[src/rtl/bt_poll_master.sv]
// bt_poll_master: alternating X/Y request poller for the Bluetooth UART command/response link.
// Latency: reply byte to accel_x/accel_y + data_valid is 1 cycle; transmit pulse 1 cycle after SEND sees tx idle.
// Backpressure: holds in SEND while is_transmitting=1; replies/errors outside WAIT_RX are dropped.
//
// Ports:
//   clk, rst_n            clock, synchronous active-low reset
//   enable                run polling; deasserting stops after the current transaction
//   transmit, tx_byte     one-cycle send strobe and request code (1 = X/speed, 2 = Y/incline)
//   is_transmitting       UART transmitter busy
//   received, rx_byte     one-cycle reply strobe and reply byte
//   recv_error            UART framing error strobe
//   accel_x, accel_y      last good reply to code 1 / code 2
//   data_valid            one-cycle strobe when accel_x/accel_y updated
//   poll_fail             one-cycle strobe when a code exhausts its retries
//   ok_count, fail_count  saturating statistics, present only with POLL_STATS_EN defined
//
// Configuration macro: POLL_STATS_EN (undefined: ok_count/fail_count tied to zero).
module bt_poll_master #(
  parameter int unsigned POLL_INTERVAL  = 5_000_000,
  parameter int unsigned TIMEOUT_CYCLES = 500_000,
  parameter int unsigned MAX_RETRY      = 3
) (
  input  logic        clk,
  input  logic        rst_n,
  input  logic        enable,
  output logic        transmit,
  output logic [7:0]  tx_byte,
  input  logic        is_transmitting,
  input  logic        received,
  input  logic [7:0]  rx_byte,
  input  logic        recv_error,
  output logic [7:0]  accel_x,
  output logic [7:0]  accel_y,
  output logic        data_valid,
  output logic        poll_fail,
  output logic [15:0] ok_count,
  output logic [15:0] fail_count
);

  localparam int GAP_W = $clog2(POLL_INTERVAL + 1);
  localparam int TO_W  = $clog2(TIMEOUT_CYCLES + 1);
  localparam int RT_W  = (MAX_RETRY > 0) ? $clog2(MAX_RETRY + 1) : 1;

  localparam logic [GAP_W-1:0] GAP_LAST  = GAP_W'(POLL_INTERVAL - 1);
  localparam logic [TO_W-1:0]  TO_LAST   = TO_W'(TIMEOUT_CYCLES - 1);
  localparam logic [RT_W-1:0]  RETRY_MAX = RT_W'(MAX_RETRY);

  localparam logic [7:0] CODE_X = 8'd1;
  localparam logic [7:0] CODE_Y = 8'd2;

  typedef enum logic [1:0] {
    IDLE    = 2'd0,
    GAP     = 2'd1,
    SEND    = 2'd2,
    WAIT_RX = 2'd3
  } state_t;

  state_t           state;
  logic [GAP_W-1:0] gap_cnt;
  logic [TO_W-1:0]  to_cnt;
  logic [RT_W-1:0]  retry;
  logic             code_y;   // 0: next/current request is X, 1: Y

  // A reply in the same cycle as a timeout or framing error counts as good.
  logic rx_hit;
  logic fail_hit;

  always_comb begin
    rx_hit   = (state == WAIT_RX) && received;
    fail_hit = (state == WAIT_RX) && !received && (recv_error || (to_cnt == TO_LAST));
  end

  always_ff @(posedge clk) begin
    if (!rst_n) begin
      state      <= IDLE;
      gap_cnt    <= '0;
      to_cnt     <= '0;
      retry      <= '0;
      code_y     <= 1'b0;
      transmit   <= 1'b0;
      tx_byte    <= CODE_X;
      accel_x    <= 8'd0;
      accel_y    <= 8'd0;
      data_valid <= 1'b0;
      poll_fail  <= 1'b0;
    end else begin
      transmit   <= 1'b0;
      data_valid <= 1'b0;
      poll_fail  <= 1'b0;

      case (state)
        IDLE: begin
          if (enable) begin
            state   <= GAP;
            gap_cnt <= '0;
          end
        end

        GAP: begin
          if (!enable) begin
            state <= IDLE;
          end else if (gap_cnt == GAP_LAST) begin
            state <= SEND;
          end else begin
            gap_cnt <= gap_cnt + 1'b1;
          end
        end

        SEND: begin
          if (!is_transmitting) begin
            transmit <= 1'b1;
            tx_byte  <= code_y ? CODE_Y : CODE_X;
            to_cnt   <= '0;
            state    <= WAIT_RX;
          end
        end

        WAIT_RX: begin
          if (rx_hit) begin
            if (code_y) begin
              accel_y <= rx_byte;
            end else begin
              accel_x <= rx_byte;
            end
            data_valid <= 1'b1;
            retry      <= '0;
            code_y     <= ~code_y;
            gap_cnt    <= '0;
            state      <= enable ? GAP : IDLE;
          end else if (fail_hit) begin
            if (retry == RETRY_MAX) begin
              // Give up on this code and move on to the other axis.
              poll_fail <= 1'b1;
              retry     <= '0;
              code_y    <= ~code_y;
              gap_cnt   <= '0;
              state     <= enable ? GAP : IDLE;
            end else begin
              // Resend the same code straight away, no idle gap.
              retry <= retry + 1'b1;
              state <= SEND;
            end
          end else begin
            to_cnt <= to_cnt + 1'b1;
          end
        end

        default: state <= IDLE;
      endcase
    end
  end

`ifdef POLL_STATS_EN
  logic [15:0] ok_q;
  logic [15:0] fail_q;

  always_ff @(posedge clk) begin
    if (!rst_n) begin
      ok_q   <= 16'd0;
      fail_q <= 16'd0;
    end else begin
      if (rx_hit && (ok_q != 16'hFFFF)) begin
        ok_q <= ok_q + 16'd1;
      end
      // Every failed attempt counts, including the ones that get retried.
      if (fail_hit && (fail_q != 16'hFFFF)) begin
        fail_q <= fail_q + 16'd1;
      end
    end
  end

  assign ok_count   = ok_q;
  assign fail_count = fail_q;
`else
  assign ok_count   = 16'd0;
  assign fail_count = 16'd0;
`endif

endmodule
[config.mk]
export PLATFORM = sky130hd
export DESIGN_NAME = bt_poll_master
export DESIGN_NICKNAME = d
export VERILOG_FILES = /design/src/rtl/bt_poll_master.sv
export SDC_FILE = /design/constraint.sdc
export NUM_CORES = 1
export LEC_CHECK = 0
export BUFFER_PORTS_ARGS = -buffer_cell sky130_fd_sc_hd__clkbuf_2
export CAP_MARGIN = 20
export CORE_ASPECT_RATIO = 1.75
export CORE_MARGIN = 2
export CORE_UTILIZATION = 35
export DETAILED_ROUTE_END_ITERATION = 7
export HOLD_SLACK_MARGIN = 0.06
export PLACE_DENSITY_LB_ADDON = 0.15
export SYNTH_ARGS = -nofsm -noshare
export SYNTH_HDL_FRONTEND = slang
export SYNTH_SLANG_ARGS = --single-unit
export TNS_END_PERCENT = 100
[constraint.sdc]
create_clock -name clk -period 2.3 [get_ports clk]
set_clock_uncertainty 0.15 [all_clocks]
set_input_delay 0.345 -clock clk [delete_from_list [all_inputs] [get_ports clk]]
set_output_delay 0.345 -clock clk [all_outputs]
set_load 0.03 [all_outputs]
==> flow_metrics.py <==
metrics = {
    "clock_network": {
        "clkSlewWorstSetupHoldPaths_ns": 0.06,
        "clock_sinks": 68,
        "clk_latency_ns": 0.33,
        "clk_path_buf_depth": 2,
        "cts_tree": "yes",
        "cts_root_buffer": "clkbuf_16",
        "cts.htree.levels": 3,
        "cts_buffers": 9,
        "cts_setup_buffers": 0,
    },
    "synth": {
        "netlist.area_leader.share_pct": 36.1,
        "synth.distinct_cells": 65,
        "synth_top_family_by_area": "simple AND/OR/NAND/NOR gates",
        "yosysWarnings": 0,
        "synth-edff-count": 0,
        "synth-main-ff-cell": "dfxtp_1",
        "yosysMostFrequentCell": "nand2_1",
        "synth_mux_area_share_pct": 1.33,
        "synthTopCellsByCount": "nand2_1, dfxtp_1, a21oi_1",
        "syn_area_um2": 3770,
        "ys_seq_elements": 68,
        "avgSynthCellArea_um2": 7.94,
        "netlist_instances": 475,
        "synthTopCellsByArea": "dfxtp_1, buf_4, nand2_1",
        "yosysSeqAreaShare_pct": 36.1,
        "yosys.area.top_type": "dfxtp_1",
        "synth_xor_area_share_pct": 0.929,
        "ys_async_sr_fraction_pct": 0,
        "synthSimpleGateAreaFrac_pct": 27.9,
        "yosys.area_share.adder_pct": 0.995,
        "synth_compound_area_share_pct": 21.0,
    },
    "routing": {
        "drt_iter0_drc": 210,
        "vias": 3641,
        "drc": 0,
        "vias_per_cell": 5.45,
        "wl_per_cell_um": 16.3,
        "ant_nets": 0,
        "routed_wirelength_um": 10900,
        "dr.pass1.iters": 5,
    },
    "placed_design": {
        "io_buffers": 34,
        "dpl.cell_count": 652,
        "dpl_cell_area_um2": 4120,
        "gp_congestion": 0.846,
        "place_hpwl_um": 8220,
    },
    "hold_path": {
        "hp-start": "rx_byte[2]",
        "min_path_type": "in -> reg",
    },
    "status": {
        "status": "finished clean",
    },
    "floorplan": {
        "dieArea_um2": 11700,
        "ios": 73,
        "die_y_um": 141,
        "die_x_um": 82.5,
        "num_rows": 50,
        "core_um2": 10600,
        "start_util_pct": 35.7,
    },
    "job": {
        "maxCapViolations": 0,
    },
    "sta": {
        "rsz0062_at_grt": "false",
        "finalCritPeriodShare_pct": 96.0,
        "finalHoldViolCount": 0,
        "post-route-min-period_ns": 2.21,
        "holdWs_ns": 0.0945,
        "finalMaxSlewViolations": 0,
        "setup_viol": 0,
        "fmax_mhz": 453,
        "tns_ns": 0,
        "max_slew.worst_pin.slew_ns": 0.713,
        "slew_headroom_pct": 52.1,
    },
    "grt": {
        "grt_pass1_wl_um": 17400,
        "grt_pass1_vias": 3534,
        "grt_usage_pct": 19.7,
        "grt.overflow.total": 0,
        "grt_max_degree": 26,
        "antenna_found_initial": 0,
    },
    "power_and_ir_drop": {
        "peakVddDrop_v": 0.000471,
        "leakage_nw": 1.69,
        "pwr_density_cell_nw_per_um2": 630,
    },
    "final_layout": {
        "ff_latch_area_um2": 1360,
        "fill_cells": 1109,
        "design_area_um2": 4430,
        "layoutNonFillerInstCount": 668,
        "diodes": 0,
        "nets": 550,
        "syn_to_final_growth_pct": 17.4,
        "multi_input_area_um2": 2110,
        "drive_gt1_share_pct": 18.8,
    },
    "setup_path": {
        "cpMaxStageDelayCell": "nor3_1",
        "critical_path.startpoint": "gap_cnt[2]",
        "cp-end-kind": "flip-flop",
        "crit_type": "reg -> reg",
        "worstPathRequired_ns": 2.36,
        "worstPathCellList": "and4_1 -> nand4_2 -> buf_4 -> nor3_1 -> or3_1 -> mux2i_1",
        "regToRegStartpoint": "gap_cnt[2]",
        "path_buf_inv": 1,
        "cp.arrival_ns": 2.27,
        "slowest_delay_ns": 0.56,
        "cp_top_family": "simple AND/OR/NAND/NOR gates",
        "worst-path-max-fanout": 7,
        "cp-start-kind": "flip-flop",
    },
}
## area by class of cell
| cell class | count | share of cell area, % |
|---|---|---|
| inverter | 10 | 0.848 |
| clock buffer | 9 | 5.09 |
| tap | 130 | 3.67 |
| multi-input combinational | 372 | 47.6 |
| timing repair buffer | 72 | 10.3 |
| clock inverter | 7 | 1.72 |
| sequential | 68 | 30.7 |
## worst paths after layout
path | slack (ns) | to | cells after the start
max | 0.09 | gap_cnt[6] | 6
min | 0.09 | accel_y[2] | 3
max reg2reg | 0.09 | gap_cnt[6] | 6
min reg2reg | 0.31 | accel_x[2] | 2
## flip-flops by register name, summed over array words and instances (netlist names)
register,cells
poll_fail,1
to_cnt,19
gap_cnt,23
state,2
transmit,1
data_valid,1
accel_y,8
retry,2
tx_byte,2
code_y,1
accel_x,8
## per-stage QoR
| step | total power, mW | setup WS (ns) | utilization [%] |
|---|---|---|---|
| 2_1_floorplan | 1.41 | 0.309 | - |
| 3_3_place_gp | 1.42 | 0.114 | 39.0 |
| 3_5_place_dp | 1.42 | 0.138 | 39.0 |
| 4_1_cts | 2.83 | 0.124 | 41.9 |
| 5_1_grt | 2.91 | 0.00174 | 41.9 |
| 6_report | 2.79 | 0.0927 | 41.9 |
## cell usage in the layout, fill, tap and decap left out, types with 15 or more instances in the layout
cell,Yosys,final
buf_4,39,38
o21ai_0,18,18
clkbuf_2,0,34
nand2_1,69,69
dfxtp_1,68,68
conb_1,1,38
nand4_1,15,15
nor2_1,25,24
nand3_1,25,25
a21oi_1,42,42
## worst reg2reg max path: cells and delay by family (launching register included)
family,cells,cell delay [ns]
multiplexers,1,0.08
AND/OR/NAND/NOR,4,1.24
flip-flops,1,0.43
buffers and inverters,1,0.19
## repair_timing
item,4_1_cts,5_1_grt
hold buffers,0,0
gates resized for setup,0,1
endpoints found under the setup margin,0,5
## kinds of logic (layout without fill, tap and decap cells)
family | Yosys count | count (layout)
AND/OR/NAND/NOR | 199 | 199
AO/OA/AOI/OAI | 123 | 123
buffers and inverters | 72 | 98
flip-flops | 68 | 68
multiplexers | 5 | 5
XOR/XNOR | 4 | 4
adder cells (fa/ha/maj) | 3 | 3
other | 1 | 38
## where the power goes
group / internal [mW] / switching [mW] / leakage (nW)
Sequential: 1.18 / 0.00420 / 0.548
Combinational: 0.0487 / 0.166 / 0.996
Clock: 0.844 / 0.548 / 0.142
## metal layers
layer	global-route usage, %	vias up	share of wire (%)
met2	33.9	102	54
met3	3.37	50	3.2
met4	14.8	0	7.3
met1	20.3	1712	36
li1	-	1777	-
met5	0	-	0
Note: power is estimated with default switching activity, not from simulation.
